[src/rtl/downsample_2d.sv]
// 2-D pixel decimator: keeps pixels on the SCALE_X/SCALE_Y grid behind a 1-cycle output register.
// Optional DOWNSAMPLE_2D_EOL_EN adds out_eol/out_eof markers aligned with out_data.
module downsample_2d #(
  parameter int unsigned DATA_W  = 8,
  parameter int unsigned IMG_W   = 640,
  parameter int unsigned IMG_H   = 480,
  parameter int unsigned SCALE_X = 2,
  parameter int unsigned SCALE_Y = 2
) (
  input  logic              clk,
  input  logic              rst,
  input  logic [DATA_W-1:0] in_data,
  input  logic              in_valid,
  input  logic              in_sof,
  output logic              in_ready,
  output logic [DATA_W-1:0] out_data,
  output logic              out_valid,
  input  logic              out_ready
`ifdef DOWNSAMPLE_2D_EOL_EN
  ,
  output logic              out_eol,
  output logic              out_eof
`endif
);

  localparam int unsigned XW  = (IMG_W   > 1) ? $clog2(IMG_W)   : 1;
  localparam int unsigned YW  = (IMG_H   > 1) ? $clog2(IMG_H)   : 1;
  localparam int unsigned PXW = (SCALE_X > 1) ? $clog2(SCALE_X) : 1;
  localparam int unsigned PYW = (SCALE_Y > 1) ? $clog2(SCALE_Y) : 1;

  logic [XW-1:0]     x_q, x_d, x_e;
  logic [YW-1:0]     y_q, y_d, y_e;
  logic [PXW-1:0]    px_q, px_d, px_e;
  logic [PYW-1:0]    py_q, py_d, py_e;
  logic [DATA_W-1:0] out_data_q, out_data_d;
  logic              out_valid_q, out_valid_d;
  logic              sof_c, keep_c, accept_c;

`ifdef DOWNSAMPLE_2D_EOL_EN
  // Column/row of the last grid pixel in a line/frame.
  localparam int unsigned LAST_KX = ((IMG_W - 1) / SCALE_X) * SCALE_X;
  localparam int unsigned LAST_KY = ((IMG_H - 1) / SCALE_Y) * SCALE_Y;
  logic out_eol_q, out_eol_d, out_eof_q, out_eof_d;
`endif

  always_comb begin
    sof_c       = in_valid & in_sof;
    x_e         = sof_c ? '0 : x_q;
    y_e         = sof_c ? '0 : y_q;
    px_e        = sof_c ? '0 : px_q;
    py_e        = sof_c ? '0 : py_q;
    keep_c      = (px_e == '0) && (py_e == '0);
    in_ready    = !keep_c || !out_valid_q || out_ready;
    accept_c    = in_valid && in_ready;
    x_d         = x_q;
    y_d         = y_q;
    px_d        = px_q;
    py_d        = py_q;
    out_data_d  = out_data_q;
    out_valid_d = out_valid_q;
`ifdef DOWNSAMPLE_2D_EOL_EN
    out_eol_d   = out_eol_q;
    out_eof_d   = out_eof_q;
`endif

    // Raster counters; phases restart at every line so columns stay grid-aligned.
    if (accept_c) begin
      if (x_e == XW'(IMG_W - 1)) begin
        x_d  = '0;
        px_d = '0;
        if (y_e == YW'(IMG_H - 1)) begin
          y_d  = '0;
          py_d = '0;
        end else begin
          y_d  = y_e + YW'(1);
          py_d = (py_e == PYW'(SCALE_Y - 1)) ? '0 : py_e + PYW'(1);
        end
      end else begin
        x_d  = x_e + XW'(1);
        px_d = (px_e == PXW'(SCALE_X - 1)) ? '0 : px_e + PXW'(1);
        y_d  = y_e;
        py_d = py_e;
      end
    end

    if (accept_c && keep_c) begin
      out_data_d  = in_data;
      out_valid_d = 1'b1;
`ifdef DOWNSAMPLE_2D_EOL_EN
      out_eol_d   = (x_e == XW'(LAST_KX));
      out_eof_d   = (x_e == XW'(LAST_KX)) && (y_e == YW'(LAST_KY));
`endif
    end else if (out_ready) begin
      out_valid_d = 1'b0;
    end
  end

  always_ff @(posedge clk or posedge rst) begin
    if (rst) begin
      x_q         <= '0;
      y_q         <= '0;
      px_q        <= '0;
      py_q        <= '0;
      out_data_q  <= '0;
      out_valid_q <= 1'b0;
`ifdef DOWNSAMPLE_2D_EOL_EN
      out_eol_q   <= 1'b0;
      out_eof_q   <= 1'b0;
`endif
    end else begin
      x_q         <= x_d;
      y_q         <= y_d;
      px_q        <= px_d;
      py_q        <= py_d;
      out_data_q  <= out_data_d;
      out_valid_q <= out_valid_d;
`ifdef DOWNSAMPLE_2D_EOL_EN
      out_eol_q   <= out_eol_d;
      out_eof_q   <= out_eof_d;
`endif
    end
  end

  assign out_data  = out_data_q;
  assign out_valid = out_valid_q;
`ifdef DOWNSAMPLE_2D_EOL_EN
  assign out_eol   = out_eol_q;
  assign out_eof   = out_eof_q;
`endif

endmodule

[config.mk]
export PLATFORM = sky130hd
export DESIGN_NAME = downsample_2d
export DESIGN_NICKNAME = d
export VERILOG_FILES = /design/src/rtl/downsample_2d.sv
export SDC_FILE = /design/constraint.sdc
export NUM_CORES = 1
export LEC_CHECK = 0
export BUFFER_PORTS_ARGS = -buffer_cell sky130_fd_sc_hd__buf_2
export CAP_MARGIN = 20
export CORE_MARGIN = 2
export CORE_UTILIZATION = 35
export DETAILED_ROUTE_END_ITERATION = 16
export HOLD_SLACK_MARGIN = 0.12
export PLACE_DENSITY = 0.56
export SLEW_MARGIN = 5
export SYNTH_ARGS = -nofsm -noshare
export SYNTH_HDL_FRONTEND = slang
export SYNTH_SLANG_ARGS = --single-unit
[constraint.sdc]
create_clock -name clk -period 2.4 [get_ports clk]
set_input_delay 0 -clock clk [delete_from_list [all_inputs] [get_ports clk]]
set_output_delay 0 -clock clk [all_outputs]
set_load 0.03 [all_outputs]
==> reports/results.ini, run 1 <==
[logic_synthesis]
async_reset_ff_share_pct=100
yosys.area_share.simple_pct=28.2
netlist_area_sq_um=1670
ys.flop_type=dfrtp_1
synth_xor_area_share_pct=0
synth_fa_ha_area_share_pct=0.749
yosys.cell_types.count=48
synth.area.mux_share_pct=7.27
ys_seq_area_share_pct=44.9
synthCells=171
synth_edf_count=0
syn-num-nets=185
yosys_warnings=0
ys_ff_latch=30
post_synth.cell_area_avg_sq_um=9.77
synth_compound_area_share_pct=16.1
synth_top_family_by_area=simple AND/OR/NAND/NOR gates

[clocking]
cts-buffers-inserted=5
post-cts-setup-buffer-count=0
clock-sinks=30
clockRootBuffer=clkbuf_8
clk_path_buf_depth=2
cts_htree_levels=2
clock_latency_ns=0.29
cts_hold_buffers=10
path_clk_slew_ns=0.07
cts_tree=built
cts.repair.resized=0

[drt]
drt_iter0_drc=86
routed_wl_um=4200
remaining_drc_errors=0
drtPass1Iterations=4
ant_nets=0
vias_per_cell=5.80
via_count=1531
wl_per_cell_um=15.9

[final_layout]
stdcell_area_sq_um=2060
fin_nets=223
drive_gt1_share_pct=19.5
utilization_pct=44.2
areaGrowthSynthToFinish_pct=23.2
layout_common_cells=dfrtp_1 (30), buf_2 (22), nand2_1 (20)
antennaDiodeCount=0
final_common_cell=dfrtp_1

[grt]
antenna_found_initial=0
grt_usage_pct=17.9
grt_max_degree=17
grtUsageMet3_pct=5.11
grt_pass1_vias=1549
grt-ovfl-total=0
use_met1_pct=22.6
top_usage_layer=met2
grt_pass1_wl_um=7270
grt_use_met2_pct=29.0

[floorplanning]
dieArea_sq_um=5340
start_util_pct=35.8
die_w_um=73.1
die_h_um=73.1
num_rows=25
ios=23
core_sq_um=4660

[setup_path]
cp.arrival_ns=2.31
path_class=register to register
worstPathRequired_ns=2.57
startpoint_type=register
r2r_setup_slack_ns=0.27
crit_fanout=7
endpoint_kind=register

[place]
port_buffers=22
hpwl_um=2990
place.gp.congestion=0.802
placed_area_sq_um=1860

[sta]
fin_setup_tns_ns=0
rsz0062_at_grt=no
fin_crit_ns=2.13
fmax_mhz=469
final_max_slew_viol_count=0
slew_headroom_pct=46.5
hold_viol_final=0
worst_slew_pin_slew_ns=0.791
final-setup-viol-count=0
whs_ns=0.170
fin_crit_sh_pct=88.9
fin_worst_skew_ns=0.00620

[power_and_ir_drop]
power.density_nw_per_um2=857
peakVddDrop_mv=0.609
p_leak_nw=0.848

[outcome]
outcome=finished, final reports clean

[worst_hold_path]
hold_path_class=input port to register

[flow_run]
max_cap_violations=0

==> sequential cells by signal, indices dropped and copies added, names as in the netlist <==
signal	cells
out_valid	1
out_data	8
x_q	10
y_q	9
px_q	1
py_q	1
==> cell families (layout without fill, tap and decap cells) <==
kind of cell	after synthesis	after routing
and+or+nand+nor	80	80
AOI/OAI and AO/OA	38	38
DFF	30	30
muxes	11	11
buffers and inverters	11	50
adders and majority gates	1	1
==> synthesized netlist by cell type (2+ instances only) <==
library cell	count	area (sq um)
or3_1	3	18.8
nand3_1	9	45.0
and2_1	8	50.1
o211ai_1	2	15.0
a41oi_1	2	17.5
nand4_1	5	31.3
buf_2	3	15.0
nand2_1	20	75.1
a2bb2oi_1	2	17.5
or4_1	2	15.0
a21oi_1	4	20.0
nor3_1	2	10.0
clkbuf_1	4	15.0
o21ai_0	6	30.0
nor4_1	6	37.5
dfrtp_1	30	751
and3_1	3	18.8
nor2_1	6	22.5
mux2i_1	2	20.0
inv_1	4	15.0
o41ai_1	2	17.5
nand2b_1	2	12.5
o31ai_1	3	22.5
a31oi_1	5	31.3
nand3b_1	2	15.0
nand4b_1	2	17.5
mux2_1	9	101
nor4b_1	2	17.5
o21ai_1	2	10.0
==> per-stage QoR <==
stage	total power (W)	cells	setup WS, ns
floorplan	0.00113	171	0.393
global placement	0.00131	246	0.409
detailed placement	0.00133	246	0.303
CTS	0.00178	264	0.263
global route	0.00187	264	0.148
finish	0.00176	264	0.266
==> metal layers <==
metal  share of wire (%)  vias to the layer above  wire, um
li1                    -                      728         -
met1                  44                      743      1860
met2                  48                       51      2030
met3                 5.7                        9       238
met4                 1.8                        0        76
met5                   0                        -         0
==> final cells by class <==
class,instances,area [sq um]
Sequential cell,30,751
Clock inverter,2,12.5
Timing Repair Buffer,38,255
Inverter,4,15.0
Multi-Input combinational cell,130,875
Clock buffer,6,82.6
Fill cell,443,2600
Tap cell,54,67.6
==> path summary, 6_finish.rpt <==
kind	from	end	depth (start not counted)
setup / recovery	x_q[0]	y_q[7]	6
hold / removal	in_valid	x_q[6]	3
setup reg to reg	x_q[0]	y_q[7]	6
hold reg to reg	out_data[0]	out_data[0]	1
max in group asynchronous	rst	y_q[6]	4
min in group asynchronous	rst	px_q	3
==> power breakdown <==
part | total [W] | leakage [nW] | internal, W | switching, W
combinational | 0.000612 | 0.413 | 0.000213 | 0.000398
clock | 0.000432 | 0.0472 | 0.000230 | 0.000202
sequential | 0.000722 | 0.388 | 0.000629 | 0.0000928
==> worst max-delay path, cell delays in order (launching register included) <==
cell and delay, ns:
dfrtp_1 0.37, and2_1 0.16, ha_1 0.20, and2_1 0.31, nand3_4 0.15, or4_1 0.55, a32o_1 0.28
Note: power is estimated with default switching activity, not from simulation.
==> run 2, diff against run 1 <==
- CORE_UTILIZATION: 35 -> 50
- PLACE_DENSITY: 0.56 -> 0.74
==> run 2 against run 1 <==
Net effect:
- total power down 7.1%
- hold slack better by 0.11 ns
- final cell count down 3.4%
- cell area down 1.7%
- clock skew down 0.0023 ns
- clock-buffer cell count up 1
- die area down 28%
- fmax down 2.4%
- worst setup slack worse by 0.052 ns
- first-iteration DRC count up 38%
- critical path depth up 3
- global-route usage up 6.2 points
- largest cell class unchanged
==> reports/results.ini, run 2 (synthesized netlist as in run 1, its figures left out) <==
[sta]
fin_crit_ns=2.19
fin_setup_tns_ns=0
fin_worst_skew_ns=0.00394
fin_crit_sh_pct=91.1
final_max_slew_viol_count=0
whs_ns=0.282
hold_viol_final=0
worst_slew_pin_slew_ns=0.722
fmax_mhz=457
rsz0062_at_grt=no
final-setup-viol-count=0
slew_headroom_pct=51.7

[drt]
vias_per_cell=5.92
wl_per_cell_um=15.6
routed_wl_um=3970
maxUsedRoutingLayer=met4
ant_nets=0
via_count=1510
wl_met1_um=1690
wl_met2_um=2030
drt_iter0_drc=119
wl_met3_um=163
remaining_drc_errors=0
drtPass1Iterations=4

[setup_path]
endpoint_kind=register
rr_endpoint=y_q[7]
worstPathRequired_ns=2.62
cpLargestDelayFamily=simple AND/OR/NAND/NOR gates
path_class=input port to register
cpMostUsedCell=and2_1
cp.arrival_ns=2.40
startpoint_type=input port
r2r_setup_slack_ns=0.31
crit_fanout=7
worst_r2r_path_depth=6
slowest_stage=dlygate4sd3_1
path_cells=dlygate4sd3_1 -> buf_2 -> nand2_2 -> and2_1 -> ha_1 -> and2_1 -> nand3_4 -> or4_1 -> a32o_1
crit_buf_inv=2
r2r_start=x_q[0]
cpPeakStageDelay_ns=0.53

[final_layout]
layout_common_cells=dfrtp_1 (30), buf_2 (22), nand2_1 (20)
final_common_cell=dfrtp_1
fin_nets=224
regMostFlops=x_q
largest_reg_flops=10
antennaDiodeCount=0
drive_gt1_share_pct=18.5
areaGrowthSynthToFinish_pct=21.1

[grt]
antenna_found_initial=0
grt_pass1_wl_um=6680
grt_max_degree=31
grt_pass1_vias=1489
grt-ovfl-total=0
grt_usage_pct=24.2

[power_and_ir_drop]
p_leak_nw=0.840
peakVddDrop_mv=0.661
power.density_nw_per_um2=811

[worst_hold_path]
hold_path_class=input port to asynchronous set/reset pin

[floorplanning]
core_sq_um=3130
die_h_um=61.8
num_rows=20
ios=23
start_util_pct=53.4
die_w_um=61.8
dieArea_sq_um=3820

[clocking]
post-cts-setup-buffer-count=0
cts-buffers-inserted=5
clockRootBuffer=clkbuf_4
clock-sinks=30
path_clk_slew_ns=0.09
clk_path_buf_depth=2
cts_tree=built
cts_hold_buffers=12
clock_latency_ns=0.32
cts_htree_levels=2
cts.repair.resized=0

[outcome]
outcome=finished, final reports clean

[place]
place.gp.congestion=0.939
port_buffers=22
hpwl_um=2840

[flow_run]
max_cap_violations=0

[run 2: worst register-to-register path, stage by stage (launching register included)]
cell and delay (ns):
dfrtp_1 0.37, and2_1 0.16, ha_1 0.20, and2_1 0.32, nand3_4 0.15, or4_1 0.53, a32o_1 0.26
[run 2: how the worst max path moves through the flow]
stage	start	end	slack (ns)	cells past startpoint
4_1_cts	in_valid	y_q[7]	0.25	9
5_1_grt	in_valid	y_q[7]	0.09	9
6_report	in_valid	y_q[7]	0.21	9
3_3_place_gp	x_q[0]	y_q[7]	0.41	6
2_1_floorplan	in_valid	y_q[7]	0.39	9
3_5_place_dp	x_q[0]	y_q[7]	0.35	6
[run 2: cell type report]
type / instances / area (sq um)
sequential: 30 / 751
fill: 255 / 1100
clock inverter: 1 / 5.00
multi-input combinational: 130 / 875
clock buffer: 7 / 55.1
timing repair buffer: 39 / 268
tap: 44 / 55.1
inverter: 4 / 15.0
[run 2: power by group]
group | internal, W | switching [W] | leakage [nW]
registers | 0.000628 | 0.0000919 | 0.388
clock network | 0.000142 | 0.000166 | 0.0353
logic | 0.000212 | 0.000401 | 0.417
total | 0.000981 | 0.000659 | 0.840
[run 2: per-layer routing]
layer | vias up | global-route usage, %
li1 | 732 | -
met1 | 722 | 29.2
met2 | 45 | 41.2
met3 | 11 | 6.42
met4 | 0 | 9.42
met5 | - | 0
[run 2: per-stage QoR]
stage                     total power, W  cell area [sq um]  setup slack [ns]  instances  util, %
final                            0.00164               2020             0.214        255     64.7
after global placement           0.00129               1840             0.411        235     58.9
after global routing             0.00175               2020            0.0918        255     64.7
after floorplan                  0.00113               1670             0.393        171        -
after CTS                        0.00165               2020             0.253        255     64.7
after detailed placement         0.00133               1840             0.349        235     58.9
